**config.mk**
```make
export PLATFORM = sky130hd
export DESIGN_NAME = mem_arbiter_flat
export DESIGN_NICKNAME = d
export VERILOG_FILES = /design/src/rtl/mem_arbiter_pkg.sv /design/src/rtl/mem_arbiter_if.sv /design/src/rtl/mem_arbiter_rd_tracker.sv /design/src/rtl/mem_arbiter.sv /design/src/flat_wrapper.sv
export SDC_FILE = /design/constraint.sdc
export NUM_CORES = 1
export LEC_CHECK = 0
export CAP_MARGIN = 20
export CELL_PAD_IN_SITES_DETAIL_PLACEMENT = 0
export CELL_PAD_IN_SITES_GLOBAL_PLACEMENT = 1
export CORE_MARGIN = 5
export CORE_UTILIZATION = 23
export DETAILED_ROUTE_END_ITERATION = 16
export PLACE_DENSITY_LB_ADDON = 0.1
export SYNTH_ARGS = -nofsm -noshare
export SYNTH_HDL_FRONTEND = slang
export SYNTH_SLANG_ARGS = --single-unit
```
**constraint.sdc**
```tcl
create_clock -name clk -period 3.9 [get_ports clk]
set_input_delay 0.585 -clock clk [delete_from_list [all_inputs] [get_ports clk]]
set_output_delay 0.585 -clock clk [all_outputs]
set_load 0.01 [all_outputs]
```
**src/rtl/mem_arbiter_pkg.sv**
```systemverilog
// Shared types and default sizing for the unified-memory arbiter slice.
// `ARB_PC_SIZE` / `ARB_DATA_SIZE` may be overridden on the command line before this file.
`ifndef ARB_PC_SIZE
`define ARB_PC_SIZE 16
`endif
`ifndef ARB_DATA_SIZE
`define ARB_DATA_SIZE 32
`endif

package mem_arb_pkg;

  localparam int unsigned PC_SIZE         = `ARB_PC_SIZE;
  localparam int unsigned DATA_SIZE       = `ARB_DATA_SIZE;
  localparam int unsigned DEF_MEM_LATENCY = 2;
  localparam int unsigned DEF_IWORDS      = 4;
  localparam int unsigned DEF_DBASE       = 'h400;

  typedef enum logic [2:0] {
    IDLE,
    IBURST,
    DREAD,
    DWRITE,
    DONE
  } arb_state_e;

  typedef enum logic {
    GNT_I,
    GNT_D
  } grant_side_e;

endpackage

```
**src/rtl/mem_arbiter_if.sv**
```systemverilog
// Bundle of the instruction-refill, data-access and unified-memory signals.
// slave: the arbiter's view; master: the core/memory side driving it.
interface mem_arbiter_if
  import mem_arb_pkg::*;
#(
  parameter int unsigned IWORDS = DEF_IWORDS
);

  logic                        i_req;
  logic [PC_SIZE-1:0]          i_addr;
  logic [IWORDS*DATA_SIZE-1:0] i_word;
  logic                        i_word_ready;
  logic                        d_re;
  logic                        d_we;
  logic [8:0]                  d_addr;
  logic [DATA_SIZE-1:0]        d_wdata;
  logic [DATA_SIZE-1:0]        d_rdata;
  logic                        d_ready;
  logic                        mem_en;
  logic                        mem_we;
  logic [PC_SIZE-1:0]          mem_addr;
  logic [DATA_SIZE-1:0]        mem_wdata;
  logic [DATA_SIZE-1:0]        mem_rdata;

  modport slave (
    input  i_req, i_addr, d_re, d_we, d_addr, d_wdata, mem_rdata,
    output i_word, i_word_ready, d_rdata, d_ready,
           mem_en, mem_we, mem_addr, mem_wdata
  );

  modport master (
    output i_req, i_addr, d_re, d_we, d_addr, d_wdata, mem_rdata,
    input  i_word, i_word_ready, d_rdata, d_ready,
           mem_en, mem_we, mem_addr, mem_wdata
  );

endinterface

```
**src/rtl/mem_arbiter_rd_tracker.sv**
```systemverilog
// Read-return tracker: a MEM_LATENCY-deep valid/beat-index pipe whose tail
// marks the cycle in which mem_rdata belongs to a given issued beat.
module arb_rd_tracker #(
  parameter int unsigned MEM_LATENCY = 2,
  parameter int unsigned IDXW        = 2
) (
  input  logic            clk,
  input  logic            nrst,
  input  logic            issue,
  input  logic [IDXW-1:0] issue_idx,
  output logic            cap,
  output logic [IDXW-1:0] cap_idx
);

  logic [MEM_LATENCY-1:0]           vld_q, vld_d;
  logic [MEM_LATENCY-1:0][IDXW-1:0] idx_q, idx_d;

  always_comb begin
    vld_d    = vld_q;
    idx_d    = idx_q;
    vld_d[0] = issue;
    idx_d[0] = issue_idx;
    for (int unsigned i = 1; i < MEM_LATENCY; i++) begin
      vld_d[i] = vld_q[i-1];
      idx_d[i] = idx_q[i-1];
    end
  end

  always_ff @(posedge clk) begin
    if (!nrst) begin
      vld_q <= '0;
      idx_q <= '0;
    end else begin
      vld_q <= vld_d;
      idx_q <= idx_d;
    end
  end

  assign cap     = vld_q[MEM_LATENCY-1];
  assign cap_idx = idx_q[MEM_LATENCY-1];

endmodule

```
**src/rtl/mem_arbiter.sv**
```systemverilog
// Arbitrates instruction-line refills and data accesses onto one memory port.
// Define ARB_ROUND_ROBIN_EN for round-robin on conflicts; otherwise data wins.
module mem_arbiter
  import mem_arb_pkg::*;
#(
  parameter int unsigned MEM_LATENCY = DEF_MEM_LATENCY,
  parameter int unsigned IWORDS      = DEF_IWORDS,
  parameter int unsigned DBASE       = DEF_DBASE
) (
  input logic          clk,
  input logic          nrst,
  mem_arbiter_if.slave bus
);

  localparam int unsigned        IDXW      = (IWORDS > 1) ? $clog2(IWORDS) : 1;
  localparam int unsigned        CNTW      = $clog2(IWORDS + 1);
  localparam int unsigned        WORD_W    = IWORDS * DATA_SIZE;
  localparam logic [PC_SIZE-1:0] LINE_MASK = ~PC_SIZE'(IWORDS - 1);
  localparam logic [PC_SIZE-1:0] DBASE_A   = PC_SIZE'(DBASE);

  arb_state_e           state_q, state_d;
  grant_side_e          side_q, side_d;
  logic [CNTW-1:0]      beat_q, beat_d;
  logic [CNTW-1:0]      cap_cnt_q, cap_cnt_d;
  logic [PC_SIZE-1:0]   base_q, base_d;
  logic [8:0]           daddr_q, daddr_d;
  logic [DATA_SIZE-1:0] dwdata_q, dwdata_d;
  logic [WORD_W-1:0]    iword_q, iword_d;
  logic [DATA_SIZE-1:0] rdata_q, rdata_d;

  logic                 mem_en, mem_we;
  logic [PC_SIZE-1:0]   mem_addr;
  logic [DATA_SIZE-1:0] mem_wdata;
  logic                 cap;
  logic [IDXW-1:0]      cap_idx;
  logic                 d_any, pick_d;

  assign d_any = bus.d_re | bus.d_we;

`ifdef ARB_ROUND_ROBIN_EN
  grant_side_e rr_last_q, rr_last_d;

  // On a conflict, data wins only if instruction was served last.
  assign pick_d = d_any && (!bus.i_req || rr_last_q == GNT_I);

  always_comb begin
    rr_last_d = rr_last_q;
    if (state_q == IDLE && (bus.i_req || d_any))
      rr_last_d = pick_d ? GNT_D : GNT_I;
  end

  always_ff @(posedge clk) begin
    if (!nrst) rr_last_q <= GNT_I;
    else       rr_last_q <= rr_last_d;
  end
`else
  assign pick_d = d_any;
`endif

  arb_rd_tracker #(
    .MEM_LATENCY (MEM_LATENCY),
    .IDXW        (IDXW)
  ) u_trk (
    .clk       (clk),
    .nrst      (nrst),
    .issue     (mem_en & ~mem_we),
    .issue_idx (beat_q[IDXW-1:0]),
    .cap       (cap),
    .cap_idx   (cap_idx)
  );

  always_comb begin
    state_d   = state_q;
    side_d    = side_q;
    beat_d    = beat_q;
    cap_cnt_d = cap_cnt_q;
    base_d    = base_q;
    daddr_d   = daddr_q;
    dwdata_d  = dwdata_q;
    iword_d   = iword_q;
    rdata_d   = rdata_q;
    mem_en    = 1'b0;
    mem_we    = 1'b0;
    mem_addr  = '0;
    mem_wdata = '0;

    if (cap) begin
      if (side_q == GNT_I) iword_d[cap_idx*DATA_SIZE +: DATA_SIZE] = bus.mem_rdata;
      else                 rdata_d = bus.mem_rdata;
    end

    unique case (state_q)
      IDLE: begin
        beat_d    = '0;
        cap_cnt_d = '0;
        if (pick_d) begin
          side_d   = GNT_D;
          daddr_d  = bus.d_addr;
          dwdata_d = bus.d_wdata;
          state_d  = bus.d_we ? DWRITE : DREAD;
        end else if (bus.i_req) begin
          side_d  = GNT_I;
          base_d  = bus.i_addr & LINE_MASK;
          state_d = IBURST;
        end
      end
      // Issue runs ahead of capture; leave only once the last beat has landed.
      IBURST: begin
        if (beat_q < CNTW'(IWORDS)) begin
          mem_en   = 1'b1;
          mem_addr = base_q + PC_SIZE'(beat_q);
          beat_d   = beat_q + CNTW'(1);
        end
        if (cap) begin
          cap_cnt_d = cap_cnt_q + CNTW'(1);
          if (cap_cnt_q == CNTW'(IWORDS - 1)) state_d = DONE;
        end
      end
      DREAD: begin
        if (beat_q == '0) begin
          mem_en   = 1'b1;
          mem_addr = DBASE_A + PC_SIZE'(daddr_q);
          beat_d   = CNTW'(1);
        end
        if (cap) state_d = DONE;
      end
      DWRITE: begin
        mem_en    = 1'b1;
        mem_we    = 1'b1;
        mem_addr  = DBASE_A + PC_SIZE'(daddr_q);
        mem_wdata = dwdata_q;
        state_d   = DONE;
      end
      DONE: begin
        beat_d    = '0;
        cap_cnt_d = '0;
        state_d   = IDLE;
      end
      default: state_d = IDLE;
    endcase
  end

  always_ff @(posedge clk) begin
    if (!nrst) begin
      state_q   <= IDLE;
      side_q    <= GNT_I;
      beat_q    <= '0;
      cap_cnt_q <= '0;
      base_q    <= '0;
      daddr_q   <= '0;
      dwdata_q  <= '0;
      iword_q   <= '0;
      rdata_q   <= '0;
    end else begin
      state_q   <= state_d;
      side_q    <= side_d;
      beat_q    <= beat_d;
      cap_cnt_q <= cap_cnt_d;
      base_q    <= base_d;
      daddr_q   <= daddr_d;
      dwdata_q  <= dwdata_d;
      iword_q   <= iword_d;
      rdata_q   <= rdata_d;
    end
  end

  assign bus.i_word       = iword_q;
  assign bus.d_rdata      = rdata_q;
  assign bus.i_word_ready = (state_q == DONE) && (side_q == GNT_I);
  assign bus.d_ready      = (state_q == DONE) && (side_q == GNT_D);
  assign bus.mem_en       = mem_en;
  assign bus.mem_we       = mem_we;
  assign bus.mem_addr     = mem_addr;
  assign bus.mem_wdata    = mem_wdata;

endmodule

```
**src/flat_wrapper.sv**
```systemverilog
// flat-port wrapper written by rule: the top's interface ports become plain ports
module mem_arbiter_flat import mem_arb_pkg::*;
#(
  parameter int unsigned MEM_LATENCY = DEF_MEM_LATENCY,
  parameter int unsigned IWORDS      = DEF_IWORDS,
  parameter int unsigned DBASE       = DEF_DBASE
)
  (clk, nrst, bus_i_req, bus_i_addr, bus_d_re, bus_d_we, bus_d_addr, bus_d_wdata, bus_mem_rdata, bus_i_word, bus_i_word_ready, bus_d_rdata, bus_d_ready, bus_mem_en, bus_mem_we, bus_mem_addr, bus_mem_wdata);
  mem_arbiter_if #(.IWORDS(IWORDS)) bus_i ();
  input logic clk;
  input logic nrst;
  input wire logic [$bits(bus_i.i_req)-1:0] bus_i_req;
  input wire logic [$bits(bus_i.i_addr)-1:0] bus_i_addr;
  input wire logic [$bits(bus_i.d_re)-1:0] bus_d_re;
  input wire logic [$bits(bus_i.d_we)-1:0] bus_d_we;
  input wire logic [$bits(bus_i.d_addr)-1:0] bus_d_addr;
  input wire logic [$bits(bus_i.d_wdata)-1:0] bus_d_wdata;
  input wire logic [$bits(bus_i.mem_rdata)-1:0] bus_mem_rdata;
  output wire logic [$bits(bus_i.i_word)-1:0] bus_i_word;
  output wire logic [$bits(bus_i.i_word_ready)-1:0] bus_i_word_ready;
  output wire logic [$bits(bus_i.d_rdata)-1:0] bus_d_rdata;
  output wire logic [$bits(bus_i.d_ready)-1:0] bus_d_ready;
  output wire logic [$bits(bus_i.mem_en)-1:0] bus_mem_en;
  output wire logic [$bits(bus_i.mem_we)-1:0] bus_mem_we;
  output wire logic [$bits(bus_i.mem_addr)-1:0] bus_mem_addr;
  output wire logic [$bits(bus_i.mem_wdata)-1:0] bus_mem_wdata;
  assign bus_i.i_req = bus_i_req;
  assign bus_i.i_addr = bus_i_addr;
  assign bus_i.d_re = bus_d_re;
  assign bus_i.d_we = bus_d_we;
  assign bus_i.d_addr = bus_d_addr;
  assign bus_i.d_wdata = bus_d_wdata;
  assign bus_i.mem_rdata = bus_mem_rdata;
  assign bus_i_word = bus_i.i_word;
  assign bus_i_word_ready = bus_i.i_word_ready;
  assign bus_d_rdata = bus_i.d_rdata;
  assign bus_d_ready = bus_i.d_ready;
  assign bus_mem_en = bus_i.mem_en;
  assign bus_mem_we = bus_i.mem_we;
  assign bus_mem_addr = bus_i.mem_addr;
  assign bus_mem_wdata = bus_i.mem_wdata;
  mem_arbiter #(.MEM_LATENCY(MEM_LATENCY), .IWORDS(IWORDS), .DBASE(DBASE)) u_core (.clk(clk), .nrst(nrst), .bus(bus_i));
endmodule
```
## After elaboration in Yosys (flattened, before gate mapping)

Index checks and enable logic that the tools add are counted.

- Reductions and logical operators: 16
- Equal/unequal tests: 11
- Add/sub/neg operators: 5
- Shifts and indexed selects: 2
- Bitwise operators: 5
- $lt $le $gt $ge: 1
- Mux-type cells: 23

Operators by type and width:

| cell | count |
|---|---|
| 128-bit bitwise mux | 1 |
| 32-bit by 34-bit variable shift with 128-bit output (first input constant) | 1 |
| 32-bit by 34-bit indexed part select with 128-bit output | 1 |
| 16-bit case mux with 3 select lines | 1 |
| 7-bit negator with 34-bit output | 1 |
| 16-bit 2-to-1 mux | 2 |
| 32-bit 2-to-1 mux | 1 |
| 3-bit 2-to-1 mux | 8 |
| 16-bit by 3-bit adder with 16-bit output | 1 |
| 11-bit by 9-bit adder with 12-bit output (first input constant) | 1 |
| 3-bit case mux with 4 select lines | 1 |
| 2-bit AND reduction | 5 |
| 3-bit by 2-bit == test with 1-bit output (second input constant) | 3 |
| 3-bit case mux with 3 select lines | 1 |
| 3-bit by 1-bit adder with 3-bit output (second input constant) | 2 |
| 3-bit zero test | 2 |
| 1-bit 2-to-1 mux | 6 |
| 2-bit by 1-bit != test with 1-bit output (second input constant) | 3 |
| 3-bit case mux with 2 select lines | 1 |
| 3-bit AND reduction | 2 |
| 2-bit != test (second input constant) | 2 |
| 4-bit AND reduction | 1 |
| 2-bit nonzero test | 2 |
| 3-bit by 1-bit == test with 1-bit output (second input constant) | 1 |
| 10 further kinds | 13 |

- Logic and storage cells: 75
- Register bits: 231
- Input bits: 94
- Output and inout bits: 212

## Depth between registers and ports, before layout

Gate-level depths: netlist of run 1.

- Depth after elaboration: 4
- Mapped depth: 7
- Mapped depth without buffers: 6

## Cells and area by module

Synthesis of run 1 repeated with hierarchy kept, for this count alone.

- Cell total of the unflattened synthesis: 954
- Area, all modules: 9317.7 µm²

Modules (own cells, without submodules):

| module | cells an instance | times used | area an instance (µm²) | seq. area each (µm²) |
|---|---|---|---|---|
| mem_arbiter | 942 | 1 | 9160.0 | 4504.3 |
| arb_rd_tracker | 12 | 1 | 157.7 | 120.1 |

## Worst setup path before layout of run 1

No wires, ideal clock.

- Path type: reg-to-output
- Start: register u_core.beat_q[2]
- End: output port bus_mem_addr[14]
- Slack: 1866 ps
- Cell stages (with the launch flop): 7
- Arrival time: 1449 ps
- Required time: 3315 ps
- Cell sequence: dfxtp_1 -> and2_1 -> ha_1 -> nand3_1 -> nor4_1 -> xnor2_1 -> nor2_1

- Longest elaborated chain between the ends: 3
- Elaborated cells between the ends (all ways): 4
- Those cells by class: add/sub (1); order compare (1); mux (2)

RTL lines:

| element | line | text |
|---|---|---|
| from (decl) | mem_arbiter.sv:23 | `logic [CNTW-1:0] beat_q, beat_d;` |
| from (signal assigned) | mem_arbiter.sv:157 | `beat_q <= beat_d;` |
| 16-bit by 3-bit adder with 16-bit output / 3-bit less-than comparator (equally long branches) | mem_arbiter.sv:111, mem_arbiter.sv:109 |  |
| 16-bit 2-to-1 mux * | mem_arbiter.sv:109 | `if (beat_q < CNTW'(IWORDS)) begin` |
| 16-bit case mux with 3 select lines * | mem_arbiter.sv:92 | `unique case (state_q)` |
| to (decl) | flat_wrapper.sv:25 | `output wire logic [$bits(bus_i.mem_addr)-1:0] bus_mem_addr;` |

Mark *: on every way between the ends. The rest lies on a longest branch, timed or not.

## Worst setup path after layout of run 1

Ends and elaborated chain as after synthesis.

==> results by group, run 1 <==
Clocking
  • Clk pin slew, worst setup/hold paths: 0.06 ns
  • Root Buffer: clkbuf_16
  • Clk sink count: 231
  • Clock Tree Buf Depth: 3
  • Hold_buf cts: 0
  • Total CTS buffers: 28
  • Worst-skew pair later-pin latency: 0.55 ns
  • Cts repair resizes: 0
  • CTS tree: done
  • Setup Fix Bufs, Post-CTS: 0
  • H-tree Lvls: 1

Synthesis
  • Area contributors post-synth: dfxtp_1, a22oi_1, nor2b_1
  • Simple-gate share of the synthesized area: 23.2%
  • Post-synth EDFFs: 0
  • Synth Area in XOR/XNOR: 0.669%
  • Largest family of logic cells by synthesized area: simple AND/OR/NAND/NOR gates
  • Ys flop type: dfxtp_1
  • Syn Nets: 1089
  • Mapped Cells: 985
  • Syn Std Cell Area: 9160 µm²
  • Sequential fraction of the synthesis area: 50.5%
  • Adder-Cell Fraction of Synth Area: 1.37%
  • Multiplexer share of the synthesized area: 0.219%
  • Compound-gate portion of the synthesized area: 20.0%
  • Count leader, synth: dfxtp_1
  • Syn avg cell area: 9.30 µm²
  • Yosys warns: 0
  • Largest area contributor in the netlist: dfxtp_1
  • Post-synth top area share: 50.5%
  • Synth top cells by count: dfxtp_1, nand2_1, nor2b_1
  • Netlist cell types: 46
  • #FFs+latches synth: 231
  • Ys async rst share: 0%

STA
  • Rel. slew slack: 34.6%
  • Final Setup Violations: 0
  • Final Cycle Share: 83.8%
  • Worst-Margin Slew: 0.978 ns
  • RSZ-0062 raised after global routing: false
  • Fmax: 306 MHz
  • Setup TNS: 0 ns
  • Final Hold Vio Count: 0
  • Skew final: 0.0113 ns
  • Fin crit period: 3.27 ns
  • Slew Limit Fails: 0

Setup path
  • CP max stage delay: 0.56 ns
  • Critical path type: reg2out
  • Critical Path AT: 2.68 ns
  • CP cell instances: and2_1 > ha_1 > nand3_1 > nor4_1 > xnor2_1 > nor2_1 > clkdlybuf4s50_1
  • Data required time at the worst endpoint: 3.31 ns
  • CP startpoint kind: register
  • Crit path capture type: output port
  • Critical-path top delay cell: clkdlybuf4s50_1
  • Critical Path Fanout Max: 7

Layout
  • Footprint of the multi-input gates: 4200 µm²
  • Share of layout cells above drive strength 1: 6.54%
  • Finished Cell Area: 13500 µm²
  • P&R area growth vs syn: 47.6%
  • Register area: 4620 µm²
  • FILL cells: 4148
  • Layout net count: 1356

Power
  • Pwr dens: 410 nW/µm²
  • VDD IR max: 0.290 mV
  • Tot Pwr: 5.54 mW
  • Pleak: 4.53 nW

Floorplanning
  • Initial core utilization: 23.2%
  • Core box area: 39500 µm²
  • Die height: 210 µm
  • # rows: 73
  • Chip Width: 210 µm
  • Io pins: 306
  • Full die area: 43900 µm²

Placed design
  • Placed Area: 12700 µm²
  • Detail Placement HPWL: 21.9 mm
  • PortBufs: 303
  • Final GP Congestion: 0.741

Global route
  • First-pass GRT wire length: 49.9 mm
  • Met1 GRT Util: 19.7%
  • Overall global routing resource usage: 14.5%
  • Grt met3 use: 4.51%
  • Largest net degree at the start of global routing: 115
  • Initial antenna violation count: 1
  • GRT overflow: 0
  • Met2 GRT Util: 22.6%
  • Vias in the first global route: 7678
  • Busiest layer in global routing: met2

Drt
  • Routed WL per cell: 18.6 µm
  • Post-DR vias/cell: 4.39
  • Antenna-violating nets left: 0
  • DR iter-0 viols: 342
  • DRC: 0
  • Via Count: 7879
  • DRT Pass-1 Iters: 4
  • WL final: 33.4 mm

Run status
  • Status: complete, no violations

Worst hold path
  • Worst Hold Class: reg2reg

Flow run
  • Max_cap viols: 0
layout make-up:
cell class,instances,area share [%]
flip-flops and latches,231,34.2
multi-input cells,667,31.1
repair buffers,316,23.3
clock buffers,44,6.15
well taps,525,4.86
inverters,8,0.222
clock inverters,3,0.139
diodes,1,0.0185
critical path: cells and delay by family (launching register included):
kind	cells	cell delay (ns)
flops	1	0.45
xor+xnor	1	0.10
fa+ha+maj	1	0.17
buf+inv	1	0.56
simple gates	4	0.85
kinds of logic after synthesis:
kind of cell,after synthesis
flip-flops,231
AO/OA/AOI/OAI,244
adder cells (fa/ha/maj),10
XOR/XNOR,7
buffers and inverters,87
multiplexers,2
AND/OR/NAND/NOR,404
power breakdown:
part / switching [mW] / leakage, nW / total (mW) / internal, mW
Combinational: 0.310 / 2.24 / 0.586 / 0.276
Sequential: 0.0598 / 1.87 / 2.51 / 2.45
Clock: 1.00 / 0.417 / 2.45 / 1.44
metrics by stage:
step	utilization (%)	instances	hold slack (ns)	setup WS, ns
2_1_floorplan	-	985	0.412	1.87
3_3_place_gp	32.0	1747	0.415	1.14
3_5_place_dp	32.0	1747	0.417	1.17
4_1_cts	34.2	1794	0.432	0.550
5_1_grt	34.2	1795	0.455	0.411
6_report	34.2	1795	0.430	0.631
flip-flops by register name, indices dropped and copies added (netlist names):
| register | cells |
|---|---|
| u_core.dwdata_q | 32 |
| u_core.u_trk.cap_idx | 2 |
| u_core.cap_cnt_q | 3 |
| u_core.base_q | 14 |
| u_core.side_q | 1 |
| u_core.u_trk.idx_d | 2 |
| u_core.daddr_q | 9 |
| u_core.beat_q | 3 |
| u_core.state_q | 3 |
| u_core.bus.d_rdata | 32 |
| u_core.u_trk.vld_q | 2 |
| u_core.bus.i_word | 128 |
layer usage:
metal | share of wire [%] | vias to the layer above
met4 | 2.1 | 0
met5 | 0 | -
met3 | 6.9 | 39
met1 | 47 | 3712
met2 | 44 | 225
li1 | - | 3903
path summary, 6_finish.rpt:
check                                             start                      end  slack (ns)  cells past startpoint
worst max register to register  u_core.u_trk.cap_idx[0]   u_core.bus.i_word[115]        1.44                      6
worst min-delay path              u_core.u_trk.idx_d[3]  u_core.u_trk.cap_idx[1]        0.43                      1
worst max-delay path                   u_core.beat_q[2]         bus_mem_addr[14]        0.63                      7
worst min register to register    u_core.u_trk.idx_d[3]  u_core.u_trk.cap_idx[1]        0.43                      1
cell usage in the layout (no fill, tap or decap), types with 15 or more instances in the layout:
cell type	synthesis	layout
clkbuf_16	0	29
and2_1	41	40
nor2_1	16	15
nor2b_1	120	119
o21ai_0	21	21
a22oi_1	118	118
clkdlybuf4s50_1	0	302
a21boi_0	73	73
nand3_1	17	17
nand2_1	177	175
dfxtp_1	231	231
No activity file was read; power rests on OpenSTA's default activity.
==> run 2: changes to the inputs <==
Clock period 3.9 ns to 3.4 ns, I/O delays scaled along.
==> run 2 against run 1 <==
  * Hold slack lost 0.10 ns
  * Combinational power is 16% higher
  * Via count about the same
  * Routed wire length is 0.38% lower
  * Clock power grew 13%
  * Core utilization about the same
  * Sequential share of layout area about the same
  * Sequential power up 14%
  * Clock skew hardly changed
  * Global-route usage about the same
  * Largest power group unchanged
==> results by group, run 2 (synthesized netlist as in run 1, its figures left out) <==
Setup path
  • Critical Path Fanout Max: 7 (unchanged)
  • CP startpoint kind: register
  • CP max stage delay: 0.53 ns (-0.03 ns)
  • Crit path capture type: output port
  • Critical path type: reg2out
  • CP cell instances: and2_1 > ha_1 > nand3_1 > nor3_1 > xor2_1 > a21o_1 > clkdlybuf4s50_1
  • Data required time at the worst endpoint: 2.89 ns (-0.42 ns)
  • WP buf/inv: 1 (unchanged)
  • Worst path top cell family by delay: simple AND/OR/NAND/NOR gates
  • Critical-path top delay cell: clkdlybuf4s50_1
  • Critical Path AT: 2.66 ns (-0.02 ns)

Clocking
  • Setup Fix Bufs, Post-CTS: 0 (unchanged)
  • Clk pin slew, worst setup/hold paths: 0.06 ns (about the same)
  • H-tree Lvls: 1 (unchanged)
  • Worst-skew pair later-pin latency: 0.54 ns (about the same)
  • Clk sink count: 231 (unchanged)
  • Total CTS buffers: 29 (+3.6%)
  • Root Buffer: clkbuf_16
  • Clock Tree Buf Depth: 3 (unchanged)
  • CTS tree: done
  • Hold_buf cts: 0 (unchanged)

Global route
  • Largest net degree at the start of global routing: 132 (+15%)
  • Busiest layer in global routing: met2
  • Vias in the first global route: 7947 (+3.5%)
  • Grt met3 use: 4.71% (+0.19 points)
  • Met1 GRT Util: 19.2% (-0.54 points)
  • First-pass GRT wire length: 50.1 mm (+0.39%)
  • Overall global routing resource usage: 14.4% (-0.037 points)
  • Initial antenna violation count: 1 (unchanged)
  • GRT overflow: 0 (unchanged)
  • Met2 GRT Util: 22.8% (+0.21 points)

STA
  • Final Hold Vio Count: 0 (unchanged)
  • Final Cycle Share: 93.3%
  • Fin crit period: 3.17 ns
  • Skew final: 0.0115 ns (+0.000243 ns)
  • Setup TNS: 0 ns (unchanged)
  • Fmax: 315 MHz
  • Final Setup Violations: 0 (unchanged)
  • Worst-Margin Slew: 0.965 ns (-0.0129 ns)
  • Hold slack: 0.327 ns (-0.102 ns)
  • Slew Limit Fails: 0 (unchanged)
  • Rel. slew slack: 35.5% (+0.86 points)
  • RSZ-0062 raised after global routing: false

Layout
  • Max reg flops: 128 (unchanged)
  • Layout Utilization: 34.2% (+0.044 points)
  • P&R area growth vs syn: 47.8%
  • Layout net count: 1359 (+0.22%)
  • Commonest non-fill, non-tap cell in the layout: clkdlybuf4s50_1
  • Share of layout cells above drive strength 1: 6.77% (+0.23 points)
  • Commonest cells after routing, fill and taps aside: clkdlybuf4s50_1, dfxtp_1, nand2_1
  • FILL cells: 4093 (-1.3%)

Drt
  • Via Count: 7885 (+0.076%)
  • DRC: 0 (unchanged)
  • Routed WL per cell: 18.5 µm (-0.44%)
  • DRT Pass-1 Iters: 4 (unchanged)
  • DR iter-0 viols: 325 (-5.0%)
  • Antenna-violating nets left: 0 (unchanged)
  • WL final: 33.3 mm (-0.38%)
  • Post-DR vias/cell: 4.39 (about the same)

Floorplanning
  • Io pins: 306 (unchanged)
  • Core box area: 39500 µm² (unchanged)
  • Chip Width: 210 µm (unchanged)
  • Initial core utilization: 23.2% (unchanged)
  • Full die area: 43900 µm² (unchanged)
  • # rows: 73 (unchanged)
  • Die height: 210 µm (unchanged)

Flow run
  • Max_cap viols: 0 (unchanged)

Power
  • Tot Pwr: 6.33 mW (+14%)
  • Pleak: 4.53 nW (+0.21%)
  • VDD IR max: 0.239 mV (-18%)
  • Pwr dens: 468 nW/µm² (+14%)

Placed design
  • Detail Placement HPWL: 22.0 mm (+0.59%)
  • PortBufs: 303 (unchanged)
  • Final GP Congestion: 0.750 (+1.3%)

Worst hold path
  • Worst Hold Class: in2reg

Run status
  • Status: complete, no violations
==> run 2: cell types whose count changed in the layout (fill, tap and decap cells not counted), sizes merged <==
cell	change
buf	+2
clkbuf	-2
clkinv	+1
==> run 2: repair_timing <==
| action | CTS | global route |
|---|---|---|
| gates resized for setup | 0 | 1 |
| endpoints found under the setup margin | 0 | 1 |
| hold endpoints to repair | 0 | 0 |
==> run 2: final timing paths <==
check | from | end | slack [ns] | depth (start not counted)
setup reg to reg | u_core.u_trk.cap_idx[0] | u_core.bus.i_word[47] | 0.99 | 7
hold reg to reg | u_core.u_trk.idx_d[3] | u_core.u_trk.cap_idx[1] | 0.43 | 1
hold / removal | nrst | u_core.state_q[0] | 0.33 | 3
setup / recovery | u_core.beat_q[2] | bus_mem_addr[10] | 0.23 | 7
==> run 2: stage by stage <==
stage	instances	setup WS (ns)	cell area, µm²
4_1_cts	1795	0.137	13500
6_report	1796	0.227	13500
5_1_grt	1796	0.0193	13500
2_1_floorplan	985	1.44	9160
3_5_place_dp	1749	0.750	12700
3_3_place_gp	1749	0.752	12700
==> run 2: final cells by class <==
type,count,area (µm²),share of cell area [%]
flip-flops and latches,231,4620,34.2
multi-input cells,667,4210,31.1
repair buffers,318,3180,23.5
clock buffers,42,815,6.02
well taps,525,657,4.85
inverters,8,30.0,0.222
clock inverters,4,20.0,0.148
diodes,1,2.50,0.0185
==> run 2: routing by layer <==
layer	part of all wire, %	vias to the layer above
met5	0	-
met1	46	3734
met3	7.7	38
met2	44	218
met4	1.9	0
li1	-	3895
==> run 2: report_power, final <==
group,switching (mW),internal (mW),total (mW)
logic,0.358,0.324,0.682
registers,0.0676,2.81,2.87
clock network,1.15,1.63,2.78
total,1.57,4.76,6.33
==> run 2: tightest hold or removal path: cells and delay by family <==
family | cells | cell delay, ns
AO/OA/AOI/OAI | 1 | 0.04
buffers and inverters | 1 | 0.18
AND/OR/NAND/NOR | 1 | 0.09
